--- src/rtl/collector_pkg.sv ---
// Shared definitions for fan-in collector blocks: default sizes, source index type
// and the round-robin search used by every fan-in arbiter.
package collector_pkg;

    localparam int unsigned N_CHILD_DEFAULT = 5;
    localparam int unsigned DW_DEFAULT      = 32;
    localparam int unsigned SRC_W_DEFAULT   = $clog2(N_CHILD_DEFAULT);
    // Widest fan-in the shared search supports.
    localparam int unsigned RR_MAX          = 16;

    typedef logic [SRC_W_DEFAULT-1:0] src_idx_t;

    typedef struct packed {
        logic       found;
        logic [3:0] idx;
    } rr_pick_t;

    // First requester at or after ptr, wrapping at n. Walking the offsets from
    // the far end down lets the nearest requester overwrite earlier picks.
    function automatic rr_pick_t rr_next(input logic [3:0]  ptr,
                                         input logic [15:0] req,
                                         input int unsigned n);
        rr_pick_t    pick;
        int unsigned cand;
        pick = '0;
        for (int i = int'(RR_MAX) - 1; i >= 0; i--) begin
            if (i < int'(n)) begin
                cand = (32'(ptr) + 32'(i)) % n;
                if (req[cand[3:0]]) begin
                    pick.found = 1'b1;
                    pick.idx   = cand[3:0];
                end
            end
        end
        return pick;
    endfunction

endpackage

--- src/rtl/rr_arbiter.sv ---
// Round-robin grant over N requesters starting the search at an externally owned
// pointer. Purely combinational; grant is one-hot or zero.
module rr_arbiter
    import collector_pkg::*;
#(
    parameter int unsigned N = 5,
    localparam int unsigned SRC_W = $clog2(N)
) (
    input  logic [N-1:0]     i_req,
    input  logic [SRC_W-1:0] i_ptr,
    output logic [N-1:0]     o_grant,
    output logic [SRC_W-1:0] o_grant_idx,
    output logic             o_any
);

    logic [15:0] w_req_ext;
    logic [3:0]  w_ptr_ext;
    rr_pick_t    w_pick;
    logic        w_unused_idx;

    // Widen to the shared search width and pick the next requester.
    always_comb begin
        w_req_ext          = '0;
        w_req_ext[N-1:0]   = i_req;
        w_ptr_ext          = '0;
        w_ptr_ext[SRC_W-1:0] = i_ptr;
        w_pick             = rr_next(w_ptr_ext, w_req_ext, N);
        o_any              = w_pick.found;
        o_grant_idx        = w_pick.idx[SRC_W-1:0];
        o_grant            = '0;
        if (w_pick.found) begin
            o_grant = {{(N-1){1'b0}}, 1'b1} << w_pick.idx;
        end
    end

    // Upper index bits are always zero for N below 16.
    assign w_unused_idx = ^w_pick.idx;

endmodule

--- src/rtl/child_response_collector.sv ---
// N-way fan-in of child response streams into one upstream stream with a
// one-entry output register, round-robin arbitration and sticky done tracking.
module child_response_collector
    import collector_pkg::*;
#(
    parameter int unsigned N_CHILD = N_CHILD_DEFAULT,
    parameter int unsigned DW      = DW_DEFAULT,
    localparam int unsigned SRC_W  = $clog2(N_CHILD)
) (
    input  logic                  clk,
    input  logic                  rst,
    input  logic [N_CHILD-1:0]    child_valid,
    output logic [N_CHILD-1:0]    child_ready,
    input  logic [N_CHILD*DW-1:0] child_data,
    input  logic [N_CHILD-1:0]    child_last,
    output logic                  up_valid,
    input  logic                  up_ready,
    output logic [DW-1:0]         up_data,
    output logic [SRC_W-1:0]      up_src,
    output logic                  up_last,
    input  logic                  clear,
    output logic [N_CHILD-1:0]    done_mask,
    output logic                  all_done
);

    logic [SRC_W-1:0]   r_ptr;
    logic               r_up_valid;
    logic [DW-1:0]      r_up_data;
    logic [SRC_W-1:0]   r_up_src;
    logic               r_up_last;
    logic [N_CHILD-1:0] r_done_mask;
    logic               r_all_done;

    logic [N_CHILD-1:0] w_grant;
    logic [SRC_W-1:0]   w_grant_idx;
    logic               w_any;
    logic               w_can_load;
    logic               w_xfer;
    logic [DW-1:0]      w_sel_data;
    logic               w_sel_last;
    logic [N_CHILD-1:0] w_done_set;
    logic [N_CHILD-1:0] w_done_d;
    logic [SRC_W-1:0]   w_ptr_d;

    // Grant never looks at up_ready; backpressure only gates child_ready.
    rr_arbiter #(
        .N (N_CHILD)
    ) u_arb (
        .i_req       (child_valid),
        .i_ptr       (r_ptr),
        .o_grant     (w_grant),
        .o_grant_idx (w_grant_idx),
        .o_any       (w_any)
    );

    // Handshake, data select, pointer advance and done-mask next state.
    always_comb begin
        w_can_load  = !r_up_valid || up_ready;
        w_xfer      = w_any && w_can_load && !rst;
        child_ready = rst ? '0 : (w_grant & {N_CHILD{w_can_load}});
        w_sel_data  = child_data[w_grant_idx*DW +: DW];
        w_sel_last  = child_last[w_grant_idx];
        w_done_set  = (w_xfer && w_sel_last) ? w_grant : '0;
        // clear drops history but never a last beat landing this cycle.
        w_done_d    = (clear ? '0 : r_done_mask) | w_done_set;
        w_ptr_d     = r_ptr;
        if (w_xfer) begin
            w_ptr_d = (w_grant_idx == SRC_W'(N_CHILD - 1)) ? '0 : w_grant_idx + SRC_W'(1);
        end
    end

    // Output register: loads on transfer, empties when drained with nothing new.
    always_ff @(posedge clk or posedge rst) begin
        if (rst) begin
            r_up_valid <= 1'b0;
            r_up_data  <= '0;
            r_up_src   <= '0;
            r_up_last  <= 1'b0;
            r_ptr      <= '0;
        end else begin
            r_ptr <= w_ptr_d;
            if (w_xfer) begin
                r_up_valid <= 1'b1;
                r_up_data  <= w_sel_data;
                r_up_src   <= w_grant_idx;
                r_up_last  <= w_sel_last;
            end else if (up_ready) begin
                r_up_valid <= 1'b0;
            end
        end
    end

    // Sticky done tracking; all_done tracks the next mask so both rise together.
    always_ff @(posedge clk or posedge rst) begin
        if (rst) begin
            r_done_mask <= '0;
            r_all_done  <= 1'b0;
        end else begin
            r_done_mask <= w_done_d;
            r_all_done  <= &w_done_d;
        end
    end

    assign up_valid  = r_up_valid;
    assign up_data   = r_up_data;
    assign up_src    = r_up_src;
    assign up_last   = r_up_last;
    assign done_mask = r_done_mask;
    assign all_done  = r_all_done;

endmodule

--- config.mk ---
export PLATFORM = sky130hd
export DESIGN_NAME = child_response_collector
export DESIGN_NICKNAME = d
export VERILOG_FILES = /design/src/rtl/collector_pkg.sv /design/src/rtl/rr_arbiter.sv /design/src/rtl/child_response_collector.sv
export SDC_FILE = /design/constraint.sdc
export NUM_CORES = 1
export LEC_CHECK = 0
export CAP_MARGIN = 30
export CORE_MARGIN = 10
export CORE_UTILIZATION = 39
export DETAILED_ROUTE_END_ITERATION = 16
export PLACE_DENSITY = 0.79
export SLEW_MARGIN = 20
export SYNTH_ARGS = -nofsm -noshare
export SYNTH_HDL_FRONTEND = slang
export SYNTH_HIERARCHICAL = 1
export SYNTH_SLANG_ARGS = --single-unit
--- constraint.sdc ---
create_clock -name clk -period 6.69 [get_ports clk]
set_clock_uncertainty 0.1 [all_clocks]
set_input_delay 1.338 -clock clk [delete_from_list [all_inputs] [get_ports clk]]
set_output_delay 1.338 -clock clk [all_outputs]
set_load 0.02 [all_outputs]
-- Yosys cells after proc, flatten, opt, wreduce, memory -nomap -nowiden
Index checks and enable logic that the tools add are counted.
- bits in registers: 46
- input bits: 174
- output and inout port bits: 48
- word-level logic and storage cells: 60
- add/subtract/negate cells: 5
- divide/modulo/power cells: 5
- $lt $le $gt $ge: 6
- equal/unequal tests: 1
- shifts and indexed selects: 2
- multiplexer cells: 24
- bitwise gates (word level): 2
- reductions and logical operators: 8
- operators with widths (operator ; number):
    indexed part select 160 x 9 -> 32 bit ; 1
    remainder unit 32 x 3 -> 32 bit, second input constant ; 4
    two-way mux 5 bit ; 9
    remainder unit 3 x 3 -> 32 bit, second input constant ; 1
    less-than comparator 4 x 5 -> 1 bit, second input constant ; 5
    binary-select mux 1 bit (select 4 bit) ; 5
    adder 3 x 2 -> 4 bit, second input constant ; 2
    two-way mux 1 bit ; 8
    AND 5 bit ; 1
    bitwise OR 5 bit ; 1
    AND reduction 5 bit ; 1
    << shifter 1 x 4 -> 5 bit, first input constant ; 1
    adder 3 x 1 -> 4 bit, second input constant ; 1
    adder 3 x 3 -> 4 bit, second input constant ; 1
    less-than comparator 3 x 4 -> 1 bit, second input constant ; 1
    adder 3 x 1 -> 3 bit, second input constant ; 1
    binary-select mux 1 bit (select 3 bit) ; 1
    equality test 3 bit, second input constant ; 1
    logical AND 1 bit ; 3
    two-way mux 3 bit ; 1
    logical NOT 1 bit ; 2
    nonzero test 2 bit ; 1
    logical OR 1 bit ; 1

-- Logic depth before layout (Yosys ltp)
Gate-level depths: netlist of the first run.
- word-level depth: 15
- depth in mapped cells: 29
- gate-level depth less buffers: 23

-- By module
The synthesis of the first run kept the hierarchy.
- by module, submodules not included (module ; times used ; cells an instance ; area an instance (um^2) ; sequential area each (um^2)):
    child_response_collector ; 1 ; 257 ; 3086.7 ; 1151.1
    rr_arbiter ; 1 ; 251 ; 1851.8 ; 0.0

-- Least setup slack after synthesis of the first run
OpenSTA, ideal clock, no wires.
- kind: reg2out
- start: register r_ptr[0]
- end: output child_ready[0]
- arrival: 5872 ps
- data required time: 5252 ps
- slack: -620 ps
- stages on the path, launching flop included: 25
- path buffers: 5
- cells stage by stage: dfrtp_1 > buf_2 > buf_2 > buf_1 > clkbuf_1 > inv_1 > ha_1 > buf_1 > inv_1 > ha_1 > nor2_1 > a211o_1 > nand3_1 > ha_1 > nor2b_1 > o31ai_2 > a2bb2oi_1 > o21ai_1 > o21a_1 > mux2_1 > o21ai_2 > inv_1 > nor4b_2 > inv_1 > nor3_1
- longest elaborated chain between the ends: 13
- elaborated cells between the ends (all ways): 28
- classes of those cells: 4 x add/sub; 5 x div; 1 x shift; 17 x mux; 1 x bitwise
- RTL lines (what ; line ; RTL):
    start, declared ; child_response_collector.sv:26 ; logic [SRC_W-1:0] r_ptr;
    start signal, assigned ; child_response_collector.sv:81 ; r_ptr <= w_ptr_d;
    adder 3 x 3 -> 4 bit ; collector_pkg.sv:28 ; cand = (32'(ptr) + 32'(i)) % n;
    remainder unit 32 x 3 -> 32 bit ; collector_pkg.sv:28 ;
    binary-select mux 1 bit (select 4 bit) ; collector_pkg.sv:29 ; if (req[cand[3:0]]) begin
    two-way mux 1 bit (implied by the code) ; collector_pkg.sv:29 ;
    two-way mux 5 bit (4 in a row) ; collector_pkg.sv:29 ;
    two-way mux 5 bit * ; collector_pkg.sv:29 ;
    via w_grant_idx[1] ; child_response_collector.sv:35 ; logic [SRC_W-1:0] w_grant_idx;
    << shifter 1 x 4 -> 5 bit * ; rr_arbiter.sv:32 ; o_grant = {{(N-1){1'b0}}, 1'b1} << w_pick.idx;
    two-way mux 5 bit * ; rr_arbiter.sv:31 ; if (w_pick.found) begin
    via w_grant[0] ; child_response_collector.sv:34 ; logic [N_CHILD-1:0] w_grant;
    AND 5 bit * ; child_response_collector.sv:60 ; child_ready = rst ? '0 : (w_grant & {N_CHILD{w_can_load}});
    two-way mux 5 bit * ; child_response_collector.sv:60 ;
    end, declared ; child_response_collector.sv:13 ; output logic [N_CHILD-1:0] child_ready,
Mark *: on every way through the listed nets, which the timed path passes. The rest lies on a longest branch. The select of a mux whose other input is x is not followed.

-- Worst setup path in the final report of the first run
- start: register r_ptr[0]
- end: output child_ready[2]
The elaborated chain is that of the path after synthesis.

==> flow_summary.json, run 1 <==
{
  "postCtsHoldBufs": 0,
  "clk_pin_slew_worst_paths_ns": 0.06,
  "worstSetupEndpointType": "output pin",
  "dp_cells": 887,
  "first_pass_iters": 9,
  "clk_latency_ns": 0.28,
  "holdCritStartpoint": "up_data[31]$_DFFE_PP0P_",
  "drtIter0Drc": 280,
  "vias": 5014,
  "grt_first_pass_wirelength_um": 29270,
  "placed_area_mm2": 0.007333,
  "post_route_cells_drive_above_1_share_pct": 17.57,
  "io_buffers": 221,
  "outcome": "finished clean",
  "tns_ns": 0,
  "die_width_um": 132.5,
  "hp-class": "reg -> reg",
  "fin_nets": 926,
  "ys_seq_area_share_pct": 23.31,
  "yosys_register_bits": 46,
  "hpwl_um": 15900,
  "gp_congestion": 0.9200,
  "synth_area_per_cell_um2": 9.721,
  "setup_viol": 0,
  "hold_viol": 0,
  "die-area_mm2": 0.01756,
  "holdPathStages": 2,
  "cts.htree.levels": 2,
  "cts_sinks": 46,
  "grt-ovfl-total": 0,
  "routed_wl_um": 18770,
  "drc": 0,
  "netlist.area_leader.share_pct": 23.31,
  "std_cell_rows": 41,
  "cts_tree": "yes",
  "layout_commonest_cell": "clkdlybuf4s50_1",
  "fin_crit_ns": 6.303,
  "initial_core_util_pct": 39.45,
  "area_delta_synth_final_pct": 52.04,
  "drtAntennaViolNets": 0,
  "crit_required_ns": 5.25,
  "viasPerCell": 5.602,
  "r2r_slack_ns": 1.27,
  "synth_top_area_cell": "dfrtp_1",
  "synth-edff-count": 0,
  "grt_max_degree": 39,
  "critical_path_peak_fanout": 10,
  "synthTopCellsByArea": "dfrtp_1 (23%), mux4_2 (15%), a22oi_2 (7.3%)",
  "rsz0062_at_grt": "no",
  "crit_arrival_ns": 4.87,
  "crit_path_start_kind": "register",
  "ys.flop_type": "dfrtp_1",
  "crit_start": "r_ptr[0]$_DFFE_PP0P_",
  "cts_buffers": 5,
  "fmax_ghz": 0.1587,
  "routedWlPerCell_um": 20.97,
  "yosysWarnings": 6,
  "layout_common_cells": "clkdlybuf4s50_1 (219), nand2_1 (62), dfrtp_1 (45), o21ai_1 (36), mux4_2 (33)",
  "antennaDiodeCount": 0,
  "clockBufferDepth": 2,
  "async_flop_share_pct": 100.0,
  "r2r_cells": 21,
  "syn_inst": 508,
  "critical_path_class": "reg -> out",
  "cts_root_buf": "clkbuf_16",
  "finalMaxSlewViolations": 0,
  "synth_nets": 711,
  "coreArea_mm2": 0.01252,
  "num_io_pins": 222,
  "slew_headroom_pct": 51.54,
  "grtUsageTotal_pct": 20.45,
  "fin_cells": 895,
  "antenna_found_initial": 0,
  "grt_pass1_vias": 5390,
  "synth_cell_types": 75,
  "tightest_slew_ns": 0.7155,
  "fin_crit_sh_pct": 94.22,
  "max_cap_viol_count": 0,
  "netlist_area_mm2": 0.004938,
  "timing.rr.start": "r_ptr[2]$_DFFE_PP0P_",
  "die_y_um": 132.5,
  "finalInstanceArea_mm2": 0.007508
}
cells in the mapped netlist, drive strengths merged (3+ instances only):
cell     n
xor2     3
mux4    35
o21ai   46
clkbuf   9
ha      28
xnor2    8
mux2     4
a21o     3
o22ai    8
nor3    16
a31o     3
o211ai  11
mux2i   16
a22oi   34
o31ai    4
nand2b   9
nor2b    5
nand2   62
o21a     3
buf     29
nor2    16
inv     28
dfrtp   46
a211oi   4
nand4    5
or2      3
and4     3
a21oi   21
nand3   11
final timing paths:
path                                           endpoint
max in group asynchronous       up_data[16]$_DFFE_PP0P_
worst min register to register  up_data[31]$_DFFE_PP0P_
worst max-delay path                     child_ready[2]
min in group asynchronous        up_data[1]$_DFFE_PP0P_
worst max register to register       all_done$_DFF_PP0_
worst min-delay path            up_data[31]$_DFFE_PP0P_
repair_timing:
| item | in CTS | in global routing |
|---|---|---|
| setup buffers | 0 | 1 |
| gates resized for setup | 0 | 9 |
| endpoints found under the setup margin | 0 | 5 |
stage by stage:
step | setup WS, ns | hold WS, ns | util (%)
CTS | 0.02159 | 0.3890 | 59.67
global route | 0.05532 | 0.3981 | 59.99
floorplan | 0.05412 | 0.4824 | -
global placement | 0.4347 | 0.3646 | 58.43
finish | 0.3869 | 0.3828 | 59.99
detailed placement | 0.3300 | 0.3747 | 58.59
cells by family after synthesis:
| group | synth area share, % |
|---|---|
| AND/OR/NAND/NOR | 14.77 |
| multiplexers | 20.27 |
| AO/OA/AOI/OAI | 24.93 |
| buffers and inverters | 6.967 |
| XOR/XNOR | 2.255 |
| flip-flops | 23.31 |
| adder cells (fa/ha/maj) | 7.499 |
cell type report:
| cell class | count | area [um2] |
|---|---|---|
| clock buffer | 5 | 125.1 |
| clock inverter | 2 | 10.01 |
| fill | 1059 | 5009 |
| inverter | 28 | 105.1 |
| multi-input combinational | 396 | 3483 |
| sequential | 46 | 1152 |
| tap | 172 | 215.2 |
| timing repair buffer | 246 | 2417 |
sequential cells by signal, indices dropped and copies added (netlist names):
signal,flops
all_done,1
done_mask,5
r_ptr,3
up_data,32
up_last,1
up_src,3
up_valid,1
critical path, cell delays in order, from the launching register on:
cell,delay [ns]
dfrtp_1,0.40
inv_1,0.14
ha_1,0.36
buf_4,0.16
ha_1,0.21
nor2_1,0.19
a21oi_1,0.14
xnor2_2,0.22
ha_2,0.26
nand2b_1,0.09
a21bo_1,0.29
mux2i_1,0.17
o221a_2,0.28
a31oi_2,0.29
nand2b_1,0.11
o211ai_2,0.20
inv_2,0.07
nor2_1,0.10
inv_1,0.07
nor3_1,0.19
clkdlybuf4s50_1,0.65
layer usage:
layer | vias to the layer above | global-route usage, % | part of all wire [%] | wire (um)
li1 | 2349 | - | - | -
met1 | 2415 | 22.56 | 37 | 6955
met2 | 215 | 37.37 | 52 | 9839
met3 | 35 | 5.299 | 7.5 | 1402
met4 | 0 | 6.357 | 3.0 | 568
met5 | - | 0 | 0 | 0
Power of run 1 is left out: the tool's default activity adds up to more than one toggle a clock period on the data nets, which glitch-free logic cannot reach.
==> run 2, diff against run 1 <==
Settings changed: CTS_CLUSTER_DIAMETER set to 60.
==> results of run 2 <==
Same layout as run 1: the final DEF is identical, and so are final timing and power.
Power of run 2 is left out for the same reason.
==> run 3, diff against run 2 <==
Settings changed: CAP_MARGIN 30 to 20.
==> flow_summary.json, run 3 (synthesis results as in run 1) <==
{
  "outcome": "finished clean",
  "cts_tree": "yes",
  "clk_pin_slew_worst_paths_ns": 0.06,
  "grtUsageTotal_pct": 20.49,
  "drtIter0Drc": 293,
  "cp_cell_sequence": "inv_1, ha_1, o21ai_1, nand2_1, xnor2_1, ha_1, fa_1, nand4_1, mux2i_1, a41oi_1, nor2b_1, nor3_1, mux2_1, o21ai_2, clkinv_1, nor4b_2, inv_1, nor3_2, dlymetal6s2s_1",
  "fin_cells": 897,
  "max_cap_viol_count": 0,
  "crit_arrival_ns": 4.78,
  "hold_viol": 0,
  "routedWlPerCell_um": 20.97,
  "post_route_cells_drive_above_1_share_pct": 17.54,
  "die_y_um": 132.5,
  "hpwl_um": 15640,
  "grt_max_degree": 47,
  "cts_buffers": 5,
  "fin_crit_sh_pct": 92.88,
  "crit_required_ns": 5.25,
  "critical_path_peak_fanout": 10,
  "worst_path_largest_cell_delay_ns": 0.47,
  "crit_path_start_kind": "register",
  "finalMaxSlewViolations": 0,
  "setup_viol": 0,
  "placed_area_mm2": 0.007313,
  "clockBufferDepth": 2,
  "coreArea_mm2": 0.01252,
  "routed_wl_um": 18810,
  "cp_num_buf_inv": 4,
  "largest_reg_flops": 32,
  "crit_path_top_delay_cell": "dfrtp_2",
  "std_cell_rows": 41,
  "first_pass_iters": 5,
  "grt_first_pass_wirelength_um": 29340,
  "critical_path_class": "reg -> out",
  "dp_cells": 886,
  "tns_ns": 0,
  "finalInstanceArea_mm2": 0.007562,
  "vias": 5010,
  "fmax_ghz": 0.1609,
  "fin_crit_ns": 6.214,
  "slew_headroom_pct": 35.12,
  "area_delta_synth_final_pct": 53.13,
  "rsz0062_at_grt": "no",
  "hp-class": "reg -> reg",
  "gp_congestion": 0.9200,
  "drc": 0,
  "fin_nets": 926,
  "viasPerCell": 5.585,
  "initial_core_util_pct": 39.45,
  "layout_common_cells": "clkdlybuf4s50_1 (218), nand2_1 (62), dfrtp_1 (45), o21ai_1 (36), mux4_2 (33)",
  "tightest_slew_ns": 0.9732,
  "cts_root_buf": "clkbuf_16",
  "layout_commonest_cell": "clkdlybuf4s50_1",
  "die_width_um": 132.5,
  "cts.htree.levels": 2,
  "clk_latency_ns": 0.28,
  "grt_pass1_vias": 5294,
  "die-area_mm2": 0.01756,
  "grt-ovfl-total": 0,
  "num_io_pins": 222,
  "cts_sinks": 46,
  "antenna_found_initial": 1,
  "io_buffers": 221,
  "crit_family": "simple AND/OR/NAND/NOR gates",
  "drtAntennaViolNets": 0,
  "worstSetupEndpointType": "output pin"
}
-- run 3: cell count changes in the layout (fill, tap and decap cells not counted) --
cell	before	now
bufinv_16	0	2
clkinv_2	2	0
buf_12	1	0
buf_4	24	25
clkbuf_8	0	1
clkdlybuf4s50_1	219	218
diode_2	0	1
dlymetal6s2s_1	2	3
ha_1	26	27
ha_2	2	1
-- run 3: layout make-up --
| type | count | area [um2] |
|---|---|---|
| flip-flops and latches | 46 | 1152 |
| fillers | 1074 | 4955 |
| diodes | 1 | 2.502 |
| repair buffers | 246 | 2407 |
| well taps | 172 | 215.2 |
| multi-input cells | 396 | 3481 |
| clock buffers | 6 | 138.9 |
| clock inverters | 2 | 60.06 |
| inverters | 28 | 105.1 |
-- run 3: stage by stage --
stage	util [%]	worst slack, ns	hold WS [ns]
floorplan	-	0.05412	0.4824
global placement	58.43	0.4347	0.3646
detailed placement	58.43	0.3401	0.3747
CTS	60.02	0.004079	0.3890
global route	60.42	0.08741	0.4027
finish	60.42	0.4760	0.3852
-- run 3: metal layers --
layer | GRT usage (%) | wire length [um]
met5 | 0 | 0
met4 | 5.501 | 515
met3 | 5.450 | 1307
met2 | 37.18 | 9843
met1 | 23.06 | 7139
-- run 3: path summary, 6_finish.rpt --
path | from | end | slack, ns | depth (start not counted)
min | up_data[13]$_DFFE_PP0P_ | up_data[13]$_DFFE_PP0P_ | 0.39 | 2
max | r_ptr[2]$_DFFE_PP0P_ | child_ready[0] | 0.48 | 19
min in group asynchronous | rst | up_valid$_DFFE_PP0P_ | 1.68 | 2
min reg2reg | up_data[13]$_DFFE_PP0P_ | up_data[13]$_DFFE_PP0P_ | 0.39 | 2
max in group asynchronous | rst | r_ptr[2]$_DFFE_PP0P_ | 4.13 | 2
max reg2reg | r_ptr[2]$_DFFE_PP0P_ | up_data[28]$_DFFE_PP0P_ | 1.28 | 20
-- run 3: repair_timing --
item,in CTS,in global routing
endpoints found under the setup margin,0,5
hold buffers,0,0
buffers inserted,0,2
resized for setup,0,9
-- run 3: worst register-to-register path: cells and delay by family, from the launching register on --
family          cells  cell delay, ns
compound gates      5            1.07
xor+xnor            1            0.17
fa+ha+maj           3            0.90
buf+inv             4            1.06
flops               1            0.47
mux                 2            0.56
simple gates        5            0.96
Power of run 3 is left out for the same reason.
